[config.mk]
export PLATFORM = sky130hd
export DESIGN_NAME = move_arbiter
export DESIGN_NICKNAME = d
export VERILOG_FILES = /design/src/rtl/tetris_pkg.sv /design/src/rtl/btn_edge_repeat.sv /design/src/rtl/move_arbiter.sv
export SDC_FILE = /design/constraint.sdc
export NUM_CORES = 1
export LEC_CHECK = 0
export CAP_MARGIN = 0
export CORE_ASPECT_RATIO = 0.75
export CORE_MARGIN = 1
export CORE_UTILIZATION = 55
export CTS_BUF_LIST = sky130_fd_sc_hd__clkbuf_4 sky130_fd_sc_hd__clkbuf_8 sky130_fd_sc_hd__clkbuf_16
export DETAILED_ROUTE_END_ITERATION = 16
export DONT_BUFFER_PORTS = 1
export PLACE_DENSITY = 0.7
export SYNTH_ARGS = -nofsm -noshare
export SYNTH_HDL_FRONTEND = slang
export SYNTH_HIERARCHICAL = 1
export SYNTH_SLANG_ARGS = --single-unit
export TNS_END_PERCENT = 20
[constraint.sdc]
create_clock -name clock -period 2 [get_ports clock]
set_clock_uncertainty 0.05 [all_clocks]
set_input_delay 0.4 -clock clock [delete_from_list [all_inputs] [get_ports clock]]
set_output_delay 0.4 -clock clock [all_outputs]
set_load 0.02 [all_outputs]
[src/rtl/tetris_pkg.sv]
// Shared definitions for the piece-motion logic.
//   - op encoding carried on req_op
//   - move_arbiter state enum
//   - default orientation count
package tetris_pkg;

  localparam int unsigned NUM_ORIENT_DEFAULT = 4;

  localparam logic [2:0] OP_NONE  = 3'd0;
  localparam logic [2:0] OP_ROT   = 3'd1;
  localparam logic [2:0] OP_LEFT  = 3'd2;
  localparam logic [2:0] OP_RIGHT = 3'd3;
  localparam logic [2:0] OP_DOWN  = 3'd4;
  localparam logic [2:0] OP_GRAV  = 3'd5;

  typedef enum logic [1:0] {
    IDLE,
    WAIT,
    COMMIT
  } state_t;

endpackage

[src/rtl/btn_edge_repeat.sv]
// Button edge detector with optional delayed auto-repeat.
// Optional feature macro: MOVE_ARBITER_AUTO_REPEAT_EN (auto-repeat counter).
// Ports:
//   clock, reset : clock and asynchronous active-high reset
//   btn          : synchronized button level
//   set          : one-cycle pulse requesting the pending bit be set
module btn_edge_repeat #(
  parameter bit          REPEAT_EN = 1'b0,
  parameter int unsigned DAS_DELAY = 16,
  parameter int unsigned DAS_RATE  = 4
) (
  input  logic clock,
  input  logic reset,
  input  logic btn,
  output logic set
);

  if (REPEAT_EN && (DAS_RATE == 0 || DAS_RATE > DAS_DELAY)) begin : g_bad_das
    $fatal(1, "btn_edge_repeat: need 1 <= DAS_RATE <= DAS_DELAY");
  end

  logic btn_q;
  logic repeat_set;

  always_ff @(posedge clock or posedge reset) begin
    if (reset) begin
      btn_q <= 1'b0;
    end else begin
      btn_q <= btn;
    end
  end

`ifdef MOVE_ARBITER_AUTO_REPEAT_EN
  localparam int unsigned CW = $clog2(DAS_DELAY + 1);

  if (REPEAT_EN) begin : g_das
    logic [CW-1:0] cnt_q, cnt_d;
    logic          rep;

    // cnt_q holds cycles since the press; after the first repeat it is
    // rewound so that the next hit lands DAS_RATE cycles later.
    always_comb begin
      cnt_d = '0;
      rep   = 1'b0;
      if (btn && !btn_q) begin
        cnt_d = CW'(1);
      end else if (btn) begin
        if (cnt_q == CW'(DAS_DELAY)) begin
          rep   = 1'b1;
          cnt_d = CW'(DAS_DELAY - DAS_RATE + 1);
        end else begin
          cnt_d = cnt_q + CW'(1);
        end
      end
    end

    always_ff @(posedge clock or posedge reset) begin
      if (reset) begin
        cnt_q <= '0;
      end else begin
        cnt_q <= cnt_d;
      end
    end

    assign repeat_set = rep;
  end else begin : g_no_das
    assign repeat_set = 1'b0;
  end
`else
  assign repeat_set = 1'b0;
`endif

  assign set = (btn & ~btn_q) | repeat_set;

endmodule

[src/rtl/move_arbiter.sv]
// Serializes rotate/left/right/down/gravity requests into one candidate move
// at a time for the collision checker, then commits or discards it.
// Owns the committed orientation and pulses rot for each accepted rotation.
// Optional feature macro: MOVE_ARBITER_AUTO_REPEAT_EN (held LEFT/RIGHT/DOWN repeat).
// Ports:
//   clock, reset             : clock, asynchronous active-high reset
//   btn_rot/left/right/down  : synchronized button levels
//   grav_tick, spawn         : one-cycle gravity / new-piece pulses
//   chk_done, chk_ok         : checker verdict strobe and verdict
//   req_valid, req_op, req_rot : candidate move to the checker
//   rotation                 : committed orientation
//   rot, move_ok, lock_piece : one-cycle result pulses
//   busy                     : arbiter not idle
module move_arbiter
  import tetris_pkg::*;
#(
  parameter int unsigned NUM_ORIENT  = NUM_ORIENT_DEFAULT,
  parameter int unsigned CHK_TIMEOUT = 15,
  parameter int unsigned DAS_DELAY   = 16,
  parameter int unsigned DAS_RATE    = 4
) (
  input  logic       clock,
  input  logic       reset,
  input  logic       btn_rot,
  input  logic       btn_left,
  input  logic       btn_right,
  input  logic       btn_down,
  input  logic       grav_tick,
  input  logic       spawn,
  input  logic       chk_done,
  input  logic       chk_ok,
  output logic       req_valid,
  output logic [2:0] req_op,
  output logic [2:0] req_rot,
  output logic [2:0] rotation,
  output logic       rot,
  output logic       move_ok,
  output logic       lock_piece,
  output logic       busy
);

  if (NUM_ORIENT < 1 || NUM_ORIENT > 8) begin : g_bad_orient
    $fatal(1, "move_arbiter: NUM_ORIENT must be 1..8");
  end
  if (CHK_TIMEOUT < 1) begin : g_bad_timeout
    $fatal(1, "move_arbiter: CHK_TIMEOUT must be >= 1");
  end

  localparam int unsigned CW = $clog2(CHK_TIMEOUT + 1);

  // Pending bit order matches priority: rot, left, right, down, grav.
  logic [4:0] set;

  btn_edge_repeat #(
    .REPEAT_EN (1'b0),
    .DAS_DELAY (DAS_DELAY),
    .DAS_RATE  (DAS_RATE)
  ) u_rot (
    .clock (clock),
    .reset (reset),
    .btn   (btn_rot),
    .set   (set[0])
  );

  btn_edge_repeat #(
    .REPEAT_EN (1'b1),
    .DAS_DELAY (DAS_DELAY),
    .DAS_RATE  (DAS_RATE)
  ) u_left (
    .clock (clock),
    .reset (reset),
    .btn   (btn_left),
    .set   (set[1])
  );

  btn_edge_repeat #(
    .REPEAT_EN (1'b1),
    .DAS_DELAY (DAS_DELAY),
    .DAS_RATE  (DAS_RATE)
  ) u_right (
    .clock (clock),
    .reset (reset),
    .btn   (btn_right),
    .set   (set[2])
  );

  btn_edge_repeat #(
    .REPEAT_EN (1'b1),
    .DAS_DELAY (DAS_DELAY),
    .DAS_RATE  (DAS_RATE)
  ) u_down (
    .clock (clock),
    .reset (reset),
    .btn   (btn_down),
    .set   (set[3])
  );

  assign set[4] = grav_tick;

  state_t        state_q, state_d;
  logic [2:0]    op_q, op_d;
  logic [2:0]    rotation_q, rotation_d;
  logic [4:0]    pend_q, pend_d;
  logic [4:0]    clr;
  logic [CW-1:0] cnt_q, cnt_d;
  logic          move_ok_q, move_ok_d;
  logic          rot_q, rot_d;
  logic          lock_q, lock_d;
  logic          verdict;
  logic          resolve;
  logic [2:0]    rotation_next;

  assign rotation_next = (rotation_q == 3'(NUM_ORIENT - 1)) ? 3'd0 : rotation_q + 3'd1;

  always_comb begin
    state_d    = state_q;
    op_d       = op_q;
    rotation_d = rotation_q;
    cnt_d      = cnt_q;
    clr        = '0;
    move_ok_d  = 1'b0;
    rot_d      = 1'b0;
    lock_d     = 1'b0;
    verdict    = 1'b0;
    resolve    = 1'b0;

    unique case (state_q)
      IDLE: begin
        cnt_d = '0;
        if (pend_q[0]) begin
          op_d = OP_ROT;
          clr  = 5'b00001;
        end else if (pend_q[1]) begin
          op_d = OP_LEFT;
          clr  = 5'b00010;
        end else if (pend_q[2]) begin
          op_d = OP_RIGHT;
          clr  = 5'b00100;
        end else if (pend_q[3]) begin
          op_d = OP_DOWN;
          clr  = 5'b01000;
        end else if (pend_q[4]) begin
          op_d = OP_GRAV;
          clr  = 5'b10000;
        end
        if (clr != '0) begin
          state_d = WAIT;
        end
      end
      WAIT: begin
        if (chk_done) begin
          resolve = 1'b1;
          verdict = chk_ok;
        end else if (cnt_q == CW'(CHK_TIMEOUT - 1)) begin
          resolve = 1'b1;  // timeout counts as a reject
        end else begin
          cnt_d = cnt_q + CW'(1);
        end
        // Results are registered on entry to COMMIT so they appear
        // the cycle after the verdict.
        if (resolve) begin
          state_d   = COMMIT;
          move_ok_d = verdict;
          if (verdict && op_q == OP_ROT) begin
            rotation_d = rotation_next;
            rot_d      = 1'b1;
          end
          if (!verdict && op_q == OP_GRAV) begin
            lock_d = 1'b1;
          end
        end
      end
      COMMIT: begin
        state_d = IDLE;
      end
      default: begin
        state_d = IDLE;
      end
    endcase

    // New edges win over the clear of the bit being serviced.
    pend_d = (pend_q & ~clr) | set;

    // spawn aborts everything, including a verdict arriving this cycle.
    if (spawn) begin
      state_d    = IDLE;
      op_d       = OP_NONE;
      rotation_d = 3'd0;
      cnt_d      = '0;
      pend_d     = '0;
      move_ok_d  = 1'b0;
      rot_d      = 1'b0;
      lock_d     = 1'b0;
    end
  end

  always_ff @(posedge clock or posedge reset) begin
    if (reset) begin
      state_q    <= IDLE;
      op_q       <= OP_NONE;
      rotation_q <= 3'd0;
      pend_q     <= '0;
      cnt_q      <= '0;
      move_ok_q  <= 1'b0;
      rot_q      <= 1'b0;
      lock_q     <= 1'b0;
    end else begin
      state_q    <= state_d;
      op_q       <= op_d;
      rotation_q <= rotation_d;
      pend_q     <= pend_d;
      cnt_q      <= cnt_d;
      move_ok_q  <= move_ok_d;
      rot_q      <= rot_d;
      lock_q     <= lock_d;
    end
  end

  assign req_valid  = (state_q == WAIT);
  assign req_op     = req_valid ? op_q : OP_NONE;
  assign req_rot    = !req_valid ? 3'd0 : (op_q == OP_ROT) ? rotation_next : rotation_q;
  assign rotation   = rotation_q;
  assign rot        = rot_q;
  assign move_ok    = move_ok_q;
  assign lock_piece = lock_q;
  assign busy       = (state_q != IDLE);

endmodule

## Word-level counts from Yosys, hierarchy flattened

Cells that the tools add are included.

- Bits in read-only memories: 0
- RAM bits: 0
- Word-level logic and storage cells: 97
- Bits in latches: 0
- Memories kept: 0
- Register bits: 24

- Bitwise logic cells: 11
- Multipliers: 0
- Add/sub/neg operators: 2
- Equal/unequal tests: 9
- Shift-type cells: 0
- Div/mod/pow operators: 0
- Magnitude comparators: 0
- Muxes and demuxes: 47
- Reductions and logical operators: 16

Operator list:

| kind | number |
|---|---|
| 2-to-1 mux 3 bit | 15 |
| 2-to-1 mux 5 bit | 8 |
| 2-to-1 mux 1 bit | 16 |
| 2-to-1 mux 4 bit | 3 |
| nonzero test 2 bit | 5 |
| != test 3 bit, second input constant | 3 |
| case mux 4 bit (2 select lines) | 1 |
| 2-to-1 mux 2 bit | 3 |
| AND reduction 3 bit | 2 |
| nonzero test 6 bit | 1 |
| bitwise AND 5 bit | 1 |
| inverter 5 bit | 1 |
| bitwise OR 5 bit | 1 |
| nonzero test 5 bit | 1 |
| adder 4 x 1 -> 4 bit, second input constant | 1 |
| bitwise AND 1 bit | 4 |
| equality test 4 bit, second input constant | 1 |
| inverter 1 bit | 4 |
| case mux 2 bit (2 select lines) | 1 |
| AND reduction 2 bit | 2 |
| adder 3 x 1 -> 3 bit, second input constant | 1 |
| equality test 3 x 1 -> 1 bit, second input constant | 1 |
| equality test 3 x 2 -> 1 bit, second input constant | 1 |
| equality test 3 bit, second input constant | 1 |
| other kinds (6) | 7 |

## Longest topological paths before layout

Gate-level depths: netlist of run 1.

- Depth after elaboration: 11
- Mapped depth: 7
- Depth with buffers taken out: 6

## By module

Netlist of run 1, hierarchy kept.

Modules (own cells, without submodules):

| module | area each (um^2) | sequential area each (um^2) | cells each | times used |
|---|---|---|---|---|
| move_arbiter | 1022.2 | 500.5 | 106 | 1 |
| btn_edge_repeat | 42.5 | 25.0 | 3 | 4 |

## Least setup slack after synthesis of run 1

No wires, ideal clock.

- Path type: register -> output
- From: reg rotation_q[0] (netlist: rotation[0])
- To: out req_rot[2]
- Stages on the path, launching flop included: 3
- Setup slack: 0.261 ns
- Path buffers: 0
- Data arrival time: 1.289 ns
- Data required time: 1.550 ns
- Cells stage by stage: dfrtp_1 > ha_1 > a211oi_1

- Cells in the longest elaborated chain, start to end: 4

Ends and longest elaborated chain:

| item | line | text |
|---|---|---|
| start, declared | move_arbiter.sv:102 | `logic [2:0] rotation_q, rotation_d;` |
| start signal, assigned | move_arbiter.sv:210 | `rotation_q <= rotation_d;` |
| adder 3 x 1 -> 3 bit / equality test 3 x 2 -> 1 bit (equally long branches) | move_arbiter.sv:113 | `assign rotation_next = (rotation_q == 3'(NUM_ORIENT - 1)) ? 3'd0 : rotation_q + 3'd1;` |
| 2-to-1 mux 3 bit (*) | move_arbiter.sv:113 |  |
| 2-to-1 mux 3 bit (*) (2 in series) | move_arbiter.sv:221 | `assign req_rot = !req_valid ? 3'd0 : (op_q == OP_ROT) ? rotation_next : rotation_q;` |
| end, declared | move_arbiter.sv:34 | `output logic [2:0] req_rot,` |

Every way passes the cells marked *; elsewhere a longest branch is shown, timed or not.

## Worst setup path in the final report of run 1

- From: reg rotation_q[0] (netlist: rotation[0])
- To: out req_rot[0]

- Cells in the longest elaborated chain, start to end: 4

Ends and longest elaborated chain:

| item | line |
|---|---|
| adder 3 x 1 -> 3 bit / equality test 3 x 2 -> 1 bit (equally long branches) | move_arbiter.sv:113 |
| 2-to-1 mux 3 bit | move_arbiter.sv:113 |
| 2-to-1 mux 3 bit (*) (2 in series) | move_arbiter.sv:221 |

Marked as above.

==> flow_results.org, run 1 <==
** GRT
- Largest net degree at the start of global routing :: 21
- The initial antenna violation count was 0.
- Total global-route track usage :: 0.2086
- Total global routing overflow :: 0
- Wire length of the first global-routing pass :: 3.732 mm
- The number of global-route vias before repair is 860.

** STA
- The number of hold violations in the final report was 0.
- The clock period could shrink to ~1900 ps.
- Share of the clock period used by the worst path :: 0.9594
- At the pin with the least slew margin, the transition time is 742.9 ps.
- The number of pins exceeding their max-slew limit in the final report came to 0.
- RSZ-0062 raised after global routing :: yes
- Setup-violating endpoint count in the final report :: 0
- Derived from the worst setup path, the maximum achievable clock frequency is 0.5211 GHz.
- Worst hold slack :: 34.84 ps
- Worst slew margin relative to its limit :: 0.5042
- Summed over all failing endpoints, the final setup total negative slack is 0 ps.

** Worst setup path
- The critical path is of the register to output port type.
- Data arrives at the worst endpoint at 1470 ps.
- Library cell contributing the largest single delay on the critical path :: sky130_fd_sc_hd__dfrtp_1
- Start point of the critical path :: rotation[0]$_DFFE_PP0P_
- For the worst flop-to-flop path, the logic depth is 5.
- CP endpoint :: req_rot[0]
- The endpoint identified for the worst register-to-register timing path is pend_q[2]$_DFF_PP0_.
- Cell chain of the critical path :: ha_1, a21oi_1, mux2i_1, nor2_2
- STA classifies the critical path endpoint as an output port.
- Worst Setup Start Kind :: register
- The worst register-to-register path begins at state_q[0]$_DFFE_PP0P_.
- For the worst setup path, the data required time is 1550 ps.
- Flop2flop setup slack :: 310 ps
- On the worst path, the slowest cell contributes a delay of 400 ps.
- Critical path peak fanout :: 3

** Placed design
- After detailed placement, the design holds a cell count of 141.
- Final GP Congestion :: 0.7860
- Detailed placement finished with a half-perimeter wire length of 1.506 mm.
- After detailed placement, the total cell area comes to 0.001215 mm².
- The count of buffers added on input and output ports is 0.

** Clock tree
- Number of sinks handled by clock tree synthesis :: 24
- Post-CTS timing repair inserted 0 buffers for setup.
- TritonCTS built the clock tree.
- After clock tree synthesis, the clock-pin slew on the worst setup and hold paths is 130 ps.
- Buffers inserted during clock tree synthesis total 3.
- In this run the clock root is driven by a sky130_fd_sc_hd__clkbuf_4.
- Clock latency reported for the late side of the worst-skew pair :: 310 ps
- Maximum root-to-sink buffer count :: 2
- H-tree lvl count :: 1

** Layout
- Leaving out filler cells and counting taps, the final layout contains roughly 150.
- Final antenna diode count :: 0
- After routing the design area is 0.001291 mm².
- Nets :: 136
- Fraction of final layout cells sized beyond drive strength 1 :: 0.1721
- From synthesis to final layout, the design area changed by 8.290%.
- Fill cells :: approximately 170

** Route
- Post-DR wirelength/cell :: 14.05 µm
- Total vias in the final route :: 824
- Post-Route WL :: 2.052 mm
- The first detailed-routing pass took 4 iterations.
- The detailed router finished its first iteration with 19 violations.
- Number of nets with antenna violations after routing :: 0
- Via/cell ratio :: 5.644
- For this run, design rule violations remaining after detail routing come to 0.

** Run status
- Result of the run :: finished clean

** Yosys
- The synthesized design contains 0 enable-type register cells.
- Of the post-synthesis cell area, the dominant cell type holds 0.5037.
- The commonest cells after synthesis are 24 x sky130_fd_sc_hd__dfrtp_1, 16 x sky130_fd_sc_hd__nor2_1, 13 x sky130_fd_sc_hd__a21oi_1, 12 x sky130_fd_sc_hd__inv_1, 8 x sky130_fd_sc_hd__nor3_1.
- The most used flip-flop cell after synthesis is sky130_fd_sc_hd__dfrtp_1.
- Share of flip-flops with an asynchronous set or reset :: 1.000
- After synthesis, the cell types taking the most area are sky130_fd_sc_hd__dfrtp_1 50%, sky130_fd_sc_hd__a21oi_1 5.5%, sky130_fd_sc_hd__nor2_1 5.0%.
- Area of the mapped netlist :: 0.001192 mm²
- Synth cell types :: 31
- Count of warnings emitted by yosys :: 6
- Post-Synthesis Mean Instance Area :: between 10 and 15 µm²
- Number of instances in the synthesized netlist :: 118
- Most area-hungry cell type in the Yosys netlist :: sky130_fd_sc_hd__dfrtp_1
- Most repeated cell in the gate-level netlist after synthesis :: sky130_fd_sc_hd__dfrtp_1
- Of the synthesized area, sequential elements account for 0.5037.
- When the netlist entered floorplanning its net count stood at 131.
- Counting flops and latches in the post-synthesis netlist gives 24.

** Pwr
- Power share of the combinational group :: 0.133
- In this run the power density over the cells is around 790 mW/mm².
- Switching Fraction :: 0.2502
- The internal portion of the total power is about 770 µW.
- Static leakage :: 0.6047 nW
- Summed over all nets, the switching power comes to 255.3 µW.
- The share of total power dissipated in sequential elements is 0.529.
- Clock share of power :: 0.338
- Across the VDD grid, the largest voltage drop is 0.9583 mV.

** Floorplan
- Starting Density :: 0.5868
- Die Wd :: 55.77 µm
- Std-Cell Core Area :: approximately 0.002 mm²
- Total I/O pin count :: 24
- Site Rows :: 14
- Measured along the y axis, the die boundary spans 42.33 µm.
- The die covers 0.002360 mm².

** Run
- Across the run, the number of max-cap violations was 0.

** Hold path
- Class of the most critical hold timing path :: primary input to asynchronous set/reset pin
layer usage:
layer	part of all wire	routed length, µm	vias to the layer above	track usage
met5	0	0	-	0
met4	0	0	0	0.04500
met3	0.073	149	0	0.07716
met2	0.46	939	28	0.3518
met1	0.47	963	390	0.2593
li1	-	-	406	-
critical path: cells and delay by family, from the launching register on:
kind | cells | cell delay (ps)
AO/OA/AOI/OAI | 1 | 200
adder cells (fa/ha/maj) | 1 | 240
multiplexers | 1 | 110
AND/OR/NAND/NOR | 1 | 210
flip-flops | 1 | 400
registers in the layout (all words and copies together), names as in the netlist:
signal / count
u_left/btn_q: 1
u_down/btn_q: 1
rot: 1
state_q: 2
move_ok: 1
rotation: 3
op_q: 3
u_rot/btn_q: 1
lock_piece: 1
pend_q: 5
u_right/btn_q: 1
cnt_q: 4
power groups by stage:
stage / logic (mW) / registers (mW) / clock network [mW]
3_5_place_dp: 0.131 / 0.547 / 0
2_1_floorplan: 0.122 / 0.541 / 0
6_report: 0.136 / 0.540 / 0.345
4_1_cts: 0.136 / 0.538 / 0.358
5_1_grt: 0.154 / 0.544 / 0.371
3_3_place_gp: 0.128 / 0.545 / 0
stage by stage:
stage          worst slack (ps)  utilization  total power, mW
2_1_floorplan             260.5            -           0.6631
3_3_place_gp              376.2       0.5979           0.6737
3_5_place_dp              344.5       0.5979           0.6779
4_1_cts                   6.239       0.6312            1.032
5_1_grt                  -5.763       0.6355            1.068
6_report                  81.12       0.6355            1.020
area by class of cell:
class	count	area [µm²]	area share
well taps	24	30.03	0.02326
clock buffers	3	22.52	0.01744
multi-input cells	77	520.5	0.4031
inverters	13	53.80	0.04167
repair buffers	4	32.53	0.02519
clock inverters	1	30.03	0.02326
flip-flops and latches	24	601.8	0.4661
worst min path at each step:
stage | end | from | slack (ps) | cells past startpoint
2_1_floorplan | u_down/btn_q$_DFF_PP0_ | reset | 80 | 1
3_3_place_gp | u_right/btn_q$_DFF_PP0_ | reset | 80 | 1
3_5_place_dp | u_right/btn_q$_DFF_PP0_ | reset | 80 | 1
4_1_cts | u_left/btn_q$_DFF_PP0_ | btn_left | 30 | 0
5_1_grt | u_left/btn_q$_DFF_PP0_ | btn_left | 10 | 0
6_report | cnt_q[3]$_DFFE_PP0P_ | reset | 30 | 1
cells by family (layout without fill, tap and decap cells):
logic type,after synthesis,count (layout),synth area share
simple gates,46,46,0.2330
compound gates,24,24,0.1280
flops,24,24,0.5037
buf+inv,17,21,0.07030
mux,4,4,0.03358
fa+ha+maj,3,3,0.03148
placed cells by master, fill, tap and decap left out:
cell type                       synthesis  final
sky130_fd_sc_hd__inv_6                  1      1
sky130_fd_sc_hd__mux2i_1                4      4
sky130_fd_sc_hd__nor2_1                16     14
sky130_fd_sc_hd__and2_1                 3      3
sky130_fd_sc_hd__dfrtp_1               24     23
sky130_fd_sc_hd__bufinv_16              0      1
sky130_fd_sc_hd__a21oi_1               13     13
sky130_fd_sc_hd__nand2_1                4      4
sky130_fd_sc_hd__nor2_2                 0      2
sky130_fd_sc_hd__clkbuf_4               0      3
sky130_fd_sc_hd__dlygate4sd3_1          0      1
sky130_fd_sc_hd__dfrtp_2                0      1
sky130_fd_sc_hd__a311oi_1               1      1
sky130_fd_sc_hd__nor2b_1                1      1
sky130_fd_sc_hd__inv_1                 12     12
sky130_fd_sc_hd__a211oi_1               2      2
sky130_fd_sc_hd__nor3b_1                1      1
sky130_fd_sc_hd__o21ai_0                2      2
sky130_fd_sc_hd__and3b_1                1      1
sky130_fd_sc_hd__a31oi_1                1      1
sky130_fd_sc_hd__a31o_2                 1      1
sky130_fd_sc_hd__nand4_1                1      1
sky130_fd_sc_hd__a21o_2                 1      1
sky130_fd_sc_hd__nand3_1                1      1
sky130_fd_sc_hd__nor3b_4                1      1
sky130_fd_sc_hd__ha_1                   3      3
sky130_fd_sc_hd__nor2b_4                4      4
sky130_fd_sc_hd__a2111oi_0              2      2
sky130_fd_sc_hd__buf_4                  0      3
sky130_fd_sc_hd__and3_1                 1      1
sky130_fd_sc_hd__or3_1                  2      2
sky130_fd_sc_hd__and4_4                 1      1
sky130_fd_sc_hd__nand2b_4               0      1
sky130_fd_sc_hd__nor3_1                 8      8
sky130_fd_sc_hd__a211oi_2               1      1
repair_timing:
| item | in CTS | in global routing |
|---|---|---|
| hold buffers | 1 | 0 |
| pin swaps | 0 | 1 |
| resized for setup | 2 | 3 |
| setup endpoints to repair | 2 | 3 |
| hold endpoints to repair | 4 | 0 |
Power figures use the tool's default switching activity.
==> run 2: changes to the inputs <==
MAX_ROUTING_LAYER = met4   (was default)
==> flow_results.org, run 2 (synthesis results as in run 1) <==
** Floorplan
- The number of rows created at floorplan came to 14 (unchanged).
- Starting Density :: 0.5868 (unchanged)
- Total I/O pin count :: 24 (unchanged)
- The area of the core was 0.002032 mm² (unchanged).
- The area enclosed by the die boundary came to 0.002360 mm² (unchanged).
- Die Y :: 42.33 µm (unchanged)
- Die Wd :: 55.77 µm (unchanged)

** STA
- The total of endpoints with negative setup slack in the final report came to 0 (unchanged).
- Setup repair after global routing could not meet its margin everywhere.
- The share of the cycle needed by the critical path after routing is 0.9596 (about the same).
- The headroom to the max-slew limit is 0.5015 (-0.002718).
- Worst hold slack :: 35.48 ps (+0.6403 ps)
- The highest clock frequency the design can meet was 0.5210 GHz (about the same).
- Worst Tran Pin Value :: 746.9 ps (+4.073 ps)
- Final sum of negative setup slack :: 0 ps (unchanged)
- Number of hold-slack violations in the final timing report :: 0 (unchanged)
- The number of pins exceeding their max-slew limit in the final report is 0 (unchanged).
- The setup slack of the critical path after layout came to 80.78 ps (-0.3472 ps).
- Period minus WS final :: 1919 ps (+0.3472 ps)

** Layout
- Largest registers :: pend_q x5, cnt_q x4
- Fraction of final layout cells sized beyond drive strength 1 :: 0.1721 (unchanged)
- Leaving out fill and tap cells, the most frequent cell in the layout is sky130_fd_sc_hd__dfrtp_1.
- Nets :: 136 (unchanged)
- The area used by multi-input combinational logic came to 520.5 µm² (unchanged).
- The final core area utilization was 0.6355 (unchanged).
- The final standard cell count with taps included and fillers excluded was 146 (unchanged).
- Final antenna diode count :: 0 (unchanged)
- The synthesis-to-finish area growth is 8.290% (unchanged).
- The number of filler cells placed in the layout was 168 (unchanged).
- The footprint of the flip-flops and latches is 601.8 µm² (unchanged).
- Top reg by flops :: pend_q
- The number of flip-flops in the largest register came to 5 (unchanged).
- Most frequent cells in the layout :: 23 x sky130_fd_sc_hd__dfrtp_1, 14 x sky130_fd_sc_hd__nor2_1, 13 x sky130_fd_sc_hd__a21oi_1

** Placed design
- The number of buffers inserted by port buffering came to 0 (unchanged).
- The half-perimeter wire length after placement was 1.506 mm (unchanged).
- The instance count after placement with tap cells included is 141 (unchanged).
- The worst slack at placement is 344.5 ps (unchanged).
- The placer's final routability congestion estimate came to 0.7970 (+1.4%).

** Pwr
- Ratio of total power to cell area :: 790.9 mW/mm² (about the same)
- Static leakage :: 0.6047 nW (unchanged)
- The maximum VDD drop is 0.9593 mV (+0.10%).

** GRT
- The number of global-route vias before repair was 861 (+0.12%).
- The initial antenna violation count was 0 (unchanged).
- The largest net degree at the start of global routing came to 21 (unchanged).
- The aggregate global-route resource usage is 0.2147 (+0.006148).
- The first-pass GRT wire length came to 3.739 mm (+0.19%).
- The total overflow reported by the global router is 0 (unchanged).

** Route
- The count of antenna-violating nets left after detailed routing came to 0 (unchanged).
- Post-DR wirelength/cell :: 14.06 µm (about the same)
- Drt initial violations :: 19 (unchanged)
- The detail-routed via count per cell was 5.671 (+0.49%).
- The final wirelength is 2.053 mm (about the same).
- The detailed-router iteration count before antenna repair is 4 (unchanged).
- The count of vias placed by the detailed router is 828 (+0.49%).
- The total DRC errors in the routed layout is 0 (unchanged).

** Clock tree
- The maximum number of buffers from clock root to sink came to 2 (unchanged).
- Buffers inserted by post-CTS timing repair :: 0 (unchanged)
- Cts bufs inserted :: 3 (unchanged)
- The number of clock sinks seen by CTS is 24 (unchanged).
- H-tree lvl count :: 1 (unchanged)
- In this run the clock root is driven by a sky130_fd_sc_hd__clkbuf_4.
- TritonCTS built the clock tree.
- The insertion delay to the later sink of the worst-skew pair came to 310 ps (about the same).
- The clock-pin slew on the worst setup and hold paths came to 130 ps (about the same).

** Worst setup path
- Required time of the critical path :: 1550 ps (about the same)
- Endpoint of the worst-slack reg-to-reg timing path :: pend_q[2]$_DFF_PP0_
- Critical path peak fanout :: 3 (unchanged)
- Worst r2r path cells :: 5 (unchanged)
- The slack of the worst reg-to-reg path came to 310 ps (about the same).
- Worst Setup Start Kind :: register
- The worst setup path is of the register to output port kind.
- Critical path arrival :: 1470 ps (about the same)
- Critical R2R Launch :: state_q[0]$_DFFE_PP0P_
- The worst setup path is captured at an output port.

** Run status
- The flow ran to the end, and the final reports show no timing, DRC or antenna violations.

** Hold path
- Class of the most critical hold timing path :: primary input to asynchronous set/reset pin

** Run
- The count of max-cap constraint violations is 0 (unchanged).
==> run 2: cell counts in the layout (fill, tap and decap cells not counted) <==
No cell type changed its count.
==> run 2: repair_timing <==
item / CTS / global route
endpoints found under the setup margin: 2 / 3
cloned: 0 / 0
endpoints found under the hold margin: 4 / 0
pin swaps: 0 / 1
gates resized for setup: 2 / 3
hold buffers: 1 / 0
==> run 2: how the worst max path moves through the flow <==
stage                                 start         end  slack (ps)  cells past startpoint
CTS                     op_q[1]$_DFFE_PP0P_  req_rot[1]           6                      3
global route        rotation[0]$_DFFE_PP0P_  req_rot[0]          -6                      4
finish              rotation[0]$_DFFE_PP0P_  req_rot[0]          80                      4
global placement    rotation[0]$_DFFE_PP0P_  req_rot[0]         380                      4
floorplan           rotation[0]$_DFFE_PP0P_  req_rot[2]         260                      2
detailed placement   state_q[1]$_DFFE_PP0P_  req_rot[2]         340                      3
==> run 2: power by group <==
group | total, mW | internal, mW | switching [mW]
registers | 0.540 | 0.509 | 0.0309
logic | 0.136 | 0.0536 | 0.0825
clock network | 0.345 | 0.203 | 0.143
==> run 2: cell type report <==
class / count / area share
multi-input cells: 77 / 0.4031
flip-flops and latches: 24 / 0.4661
inverters: 13 / 0.04167
clock buffers: 3 / 0.01744
repair buffers: 4 / 0.02519
clock inverters: 1 / 0.02326
well taps: 24 / 0.02326
==> run 2: critical path: stages (launching register included) <==
cell                      delay [ps]
sky130_fd_sc_hd__dfrtp_1         400
sky130_fd_sc_hd__ha_1            240
sky130_fd_sc_hd__a21oi_1         200
sky130_fd_sc_hd__mux2i_1         110
sky130_fd_sc_hd__nor2_2          210
==> run 2: per-stage QoR <==
step	cell area (µm²)	total power, mW
floorplan	1192	0.6631
global placement	1215	0.6737
detailed placement	1215	0.6779
CTS	1282	1.032
global route	1291	1.068
finish	1291	1.021
==> run 2: routing by layer <==
| metal | vias up | GRT usage | share of wire |
|---|---|---|---|
| li1 | 407 | - | - |
| met1 | 394 | 0.2613 | 0.47 |
| met2 | 25 | 0.3518 | 0.45 |
| met3 | 2 | 0.07407 | 0.068 |
| met4 | 0 | 0.04500 | 0.0063 |
| met5 | - | - | 0 |
==> run 3: changes to the inputs <==
ABC_AREA = 1   (was default)
CORE_UTILIZATION = 45   (was 55)
PLACE_DENSITY = default   (was 0.7)
==> flow_results.org, run 3 <==
** STA
- Number of hold-slack violations in the final timing report :: 0 (unchanged)
- The setup slack of the critical path after layout was 28.94 ps (-51.84 ps).
- The number of pins exceeding their max-slew limit in the final report was 0 (unchanged).
- The headroom to the max-slew limit is 0.7395 (+0.2380).
- The total of endpoints with negative setup slack in the final report came to 0 (unchanged).
- Final sum of negative setup slack :: 0 ps (unchanged)
- The share of the cycle needed by the critical path after routing was 0.9855 (+0.02592).
- The minimum period implied by the final worst setup slack is 1971 ps (+51.84 ps).
- Setup repair after global routing could not meet its margin everywhere.
- The worst hold margin came to 62.15 ps (+26.67 ps).
- The transition time at the pin with the least slew margin is 389.4 ps (-357.6 ps).
- Achievable clock frequency :: 0.5073 GHz (-2.6%)

** Worst setup path
- Required time of the critical path :: 1550 ps (about the same)
- Type of the setup path with the least slack :: register to output port
- The endpoint arrival time on the critical path was 1520 ps (+50 ps).
- The startpoint identified for the worst register-to-register timing path is cnt_q[0]$_DFFE_PP0P_.
- The worst setup path is captured at an output port.
- The worst register-to-register path ends at cnt_q[2]$_DFFE_PP0P_.
- Critical path peak fanout :: 3 (unchanged)
- Worst Setup Start Kind :: register
- The number of cell instances on the worst register-to-register path was 8 (+3).
- The slack of the worst reg-to-reg path came to 630 ps (+320 ps).

** Route
- Pre-Repair DR Iteration Count :: 4 (unchanged)
- Number of nets with antenna violations after routing :: 0 (unchanged)
- Post-DR wirelength/cell :: 11.46 µm (-19%)
- Max Used Layer :: met4
- The detailed-routed wire length on met2 came to 970 µm (+4.9%).
- The total DRC errors in the routed layout came to 0 (unchanged).
- Via/cell ratio :: 4.840 (-15%)
- The wire length on met1 was 1.096 mm (+12%).
- Post-Route WL :: 2.223 mm (+8.3%)
- Detailed route wirelength on metal3 :: 140 µm (+0.72%)
- The count of vias placed by the detailed router was 939 (+13%).
- The detailed router's first-iteration violation count is 26 (+7).

** Placed design
- The worst slack at placement is 254.3 ps (-90.21 ps).
- The placer's final routability congestion estimate is 0.8955 (+12%).
- The half-perimeter wire length after placement came to 1.722 mm (+14%).
- Cell area after placement :: 0.001284 mm² (+5.7%)
- The number of buffers inserted by port buffering came to 0 (unchanged).
- Placed Instances :: 190 (+35%)

** GRT
- Antenna violations before repair :: 0 (unchanged)
- Vias in the first global route :: 851 (-1.2%)
- Largest net degree at the start of global routing :: 21 (unchanged)
- Wire length of the first global-routing pass :: 3.698 mm (-1.1%)
- Total global routing overflow :: 0 (unchanged)
- Total global-route track usage :: 0.1837 (-0.03103)

** Layout
- Area growth syn-to-layout :: 10.47%
- Leaving out fill and tap cells, the most frequent cell in the layout is sky130_fd_sc_hd__inv_1.
- Sequential cell area :: 601.8 µm² (unchanged)
- The post-layout net count is 175 (+29%).
- The largest registers in the layout are pend_q x5, cnt_q x4.
- Counting flops per register, the top entry is pend_q.
- The final core area utilization came to 0.5509 (-0.08456).
- Most frequent cells in the layout :: 30 x sky130_fd_sc_hd__inv_1, 29 x sky130_fd_sc_hd__nand2_1, 23 x sky130_fd_sc_hd__dfrtp_1
- The final standard cell count with taps included and fillers excluded came to 194 (+33%).
- Multi-input logic area :: 491.7 µm² (-5.5%)
- Fill cells :: 242 (+44%)
- Total non-filler cell area in the finished layout :: 0.001334 mm² (+3.3%)
- The number of diodes added for antenna fixing came to 0 (unchanged).
- Fraction of final layout cells sized beyond drive strength 1 :: 0.1625 (-0.009631)
- Flip-flop count of the largest register after layout :: 5 (unchanged)

** Floorplan
- Total I/O pin count :: 24 (unchanged)
- The floorplan die width came to 61.81 µm (+11%).
- The vertical die dimension is 46.86 µm (+11%).
- The number of rows created at floorplan came to 15 (+1).
- Starting Density :: 0.4987 (-0.08811)
- The area enclosed by the die boundary was 0.002896 mm² (+23%).
- Std-Cell Core Area :: 0.002421 mm² (+19%)

** Hold path
- Class of the most critical hold timing path :: primary input to register
- Min-Delay Startpoint :: btn_down
- Capture endpoint of the worst hold path :: u_down/btn_q$_DFF_PP0_
- Along the worst hold path, the cell count comes to 0.

** Yosys
- Area share of the largest cell type after synthesis :: 0.4974 (-0.006263)
- Share of flip-flops with an asynchronous set or reset :: 1.000 (unchanged)
- The per-instance average area after synthesis came to 7.996 µm² (-21%).
- In the post-synthesis netlist, the cell with the most instances is sky130_fd_sc_hd__inv_1.
- The number of warnings issued by yosys came to 6 (unchanged).
- The count of mapped cells out of synthesis came to 151 (+28%).
- Most area-hungry cell type in the Yosys netlist :: sky130_fd_sc_hd__dfrtp_1
- The proportion of synthesized chip area in sequential cells is 0.4974 (-0.006263).
- Post-synth EDFFs :: 0 (unchanged)
- Commonest cells in the netlist :: 30 x sky130_fd_sc_hd__inv_1, 29 x sky130_fd_sc_hd__nand2_1, 24 x sky130_fd_sc_hd__dfrtp_1, 17 x sky130_fd_sc_hd__nor2_1, 11 x sky130_fd_sc_hd__nand3_1
- Area of the mapped netlist :: 0.001207 mm² (+1.3%)
- The number of library cell types mapped by synthesis came to 21 (-32%).
- #FFs+latches synth :: 24 (unchanged)
- Cell types occupying the most area after synthesis :: sky130_fd_sc_hd__dfrtp_1 50%, sky130_fd_sc_hd__inv_1 9.3%, sky130_fd_sc_hd__nand2_1 9.0%
- For this run, the leading register cell type out of synthesis is sky130_fd_sc_hd__dfrtp_1.
- The net count after synthesis was 164 (+25%).

** Clock tree
- Maximum root-to-sink buffer count :: 2 (unchanged)
- The number of clock sinks seen by CTS is 24 (unchanged).
- TritonCTS clock tree :: yes
- The clock-pin slew on the worst setup and hold paths was 130 ps (about the same).
- Clock latency reported for the late side of the worst-skew pair :: 310 ps (about the same)
- Buffers inserted by post-CTS timing repair :: 0 (unchanged)
- H-tree lvl count :: 1 (unchanged)
- Cts bufs inserted :: 3 (unchanged)
- CTS placed an instance of sky130_fd_sc_hd__clkbuf_4 at the clock tree root.

** Pwr
- Static leakage :: 0.6926 nW (+15%)
- Overall power consumption :: 930.8 µW (-8.9%)
- Ratio of total power to cell area :: 697.9 mW/mm² (-12%)
- The maximum VDD drop is 0.5353 mV (-44%).

** Run
- # Max-Cap Violations :: 0 (unchanged)

** Run status
- Result of the run :: finished clean
-- run 3: cell types whose count changed in the layout (fill, tap and decap cells not counted), moves of 3 or more --
| cell | delta |
|---|---|
| sky130_fd_sc_hd__a21oi_1 | -7 |
| sky130_fd_sc_hd__and2_1 | -3 |
| sky130_fd_sc_hd__buf_4 | +3 |
| sky130_fd_sc_hd__inv_1 | +18 |
| sky130_fd_sc_hd__mux2i_1 | -4 |
| sky130_fd_sc_hd__nand2_1 | +25 |
| sky130_fd_sc_hd__nand3_1 | +10 |
| sky130_fd_sc_hd__nor2_1 | +3 |
| sky130_fd_sc_hd__nor2_2 | +4 |
| sky130_fd_sc_hd__nor2b_4 | -4 |
| sky130_fd_sc_hd__nor3_1 | -7 |
| sky130_fd_sc_hd__o21ai_0 | +5 |
| sky130_fd_sc_hd__o21ai_1 | +4 |
-- run 3: worst max-delay path by stage --
| stage | cells past startpoint | from | endpoint | slack, ps |
|---|---|---|---|---|
| 2_1_floorplan | 3 | rotation[0]$_DFFE_PP0P_ | req_rot[1] | 200 |
| 3_3_place_gp | 5 | rotation[1]$_DFFE_PP0P_ | req_rot[0] | 320 |
| 3_5_place_dp | 5 | rotation[1]$_DFFE_PP0P_ | req_rot[0] | 250 |
| 4_1_cts | 5 | rotation[1]$_DFFE_PP0P_ | req_rot[0] | 3 |
| 5_1_grt | 5 | rotation[1]$_DFFE_PP0P_ | req_rot[0] | -30 |
| 6_report | 5 | rotation[1]$_DFFE_PP0P_ | req_rot[0] | 30 |
-- run 3: cells by family after synthesis --
group | synth area share
AOI/OAI and AO/OA | 0.1015
adders and majority gates | 0.03109
buffers and inverters | 0.1088
DFF | 0.4974
and+or+nand+nor | 0.2611
-- run 3: critical path, stage by stage, from the launching register on --
cell and delay, ps:
sky130_fd_sc_hd__dfrtp_2 500, sky130_fd_sc_hd__ha_4 190, sky130_fd_sc_hd__a21oi_2 150, sky130_fd_sc_hd__o21ai_1 70, sky130_fd_sc_hd__a21oi_1 140, sky130_fd_sc_hd__buf_4 170
-- run 3: routing by layer --
metal | global-route usage | up-vias
met1 | 0.2414 | 420
met5 | - | -
met2 | 0.2753 | 22
li1 | - | 495
met4 | 0.04444 | 0
met3 | 0.06061 | 2
-- run 3: cell type report --
| cell class | count | area share |
|---|---|---|
| timing repair buffer | 7 | 0.04128 |
| clock buffer | 3 | 0.01689 |
| tap | 34 | 0.03189 |
| inverter | 32 | 0.09006 |
| sequential | 24 | 0.4512 |
| multi-input combinational | 94 | 0.3687 |
-- run 3: repair_timing --
item | in CTS | in global routing
gates resized for setup | 4 | 1
pin swaps | 2 | 2
hold buffers | 1 | 0
endpoints found under the hold margin | 24 | 0
setup endpoints to repair | 2 | 1
-- run 3: report_power, final --
group / total (mW) / switching (mW) / leakage [nW] / internal, mW
Sequential: 0.539 / 0.0253 / 0.315 / 0.514
Clock: 0.205 / 0.134 / 0.0138 / 0.0703
Combinational: 0.187 / 0.129 / 0.363 / 0.0580
Total: 0.931 / 0.289 / 0.693 / 0.642
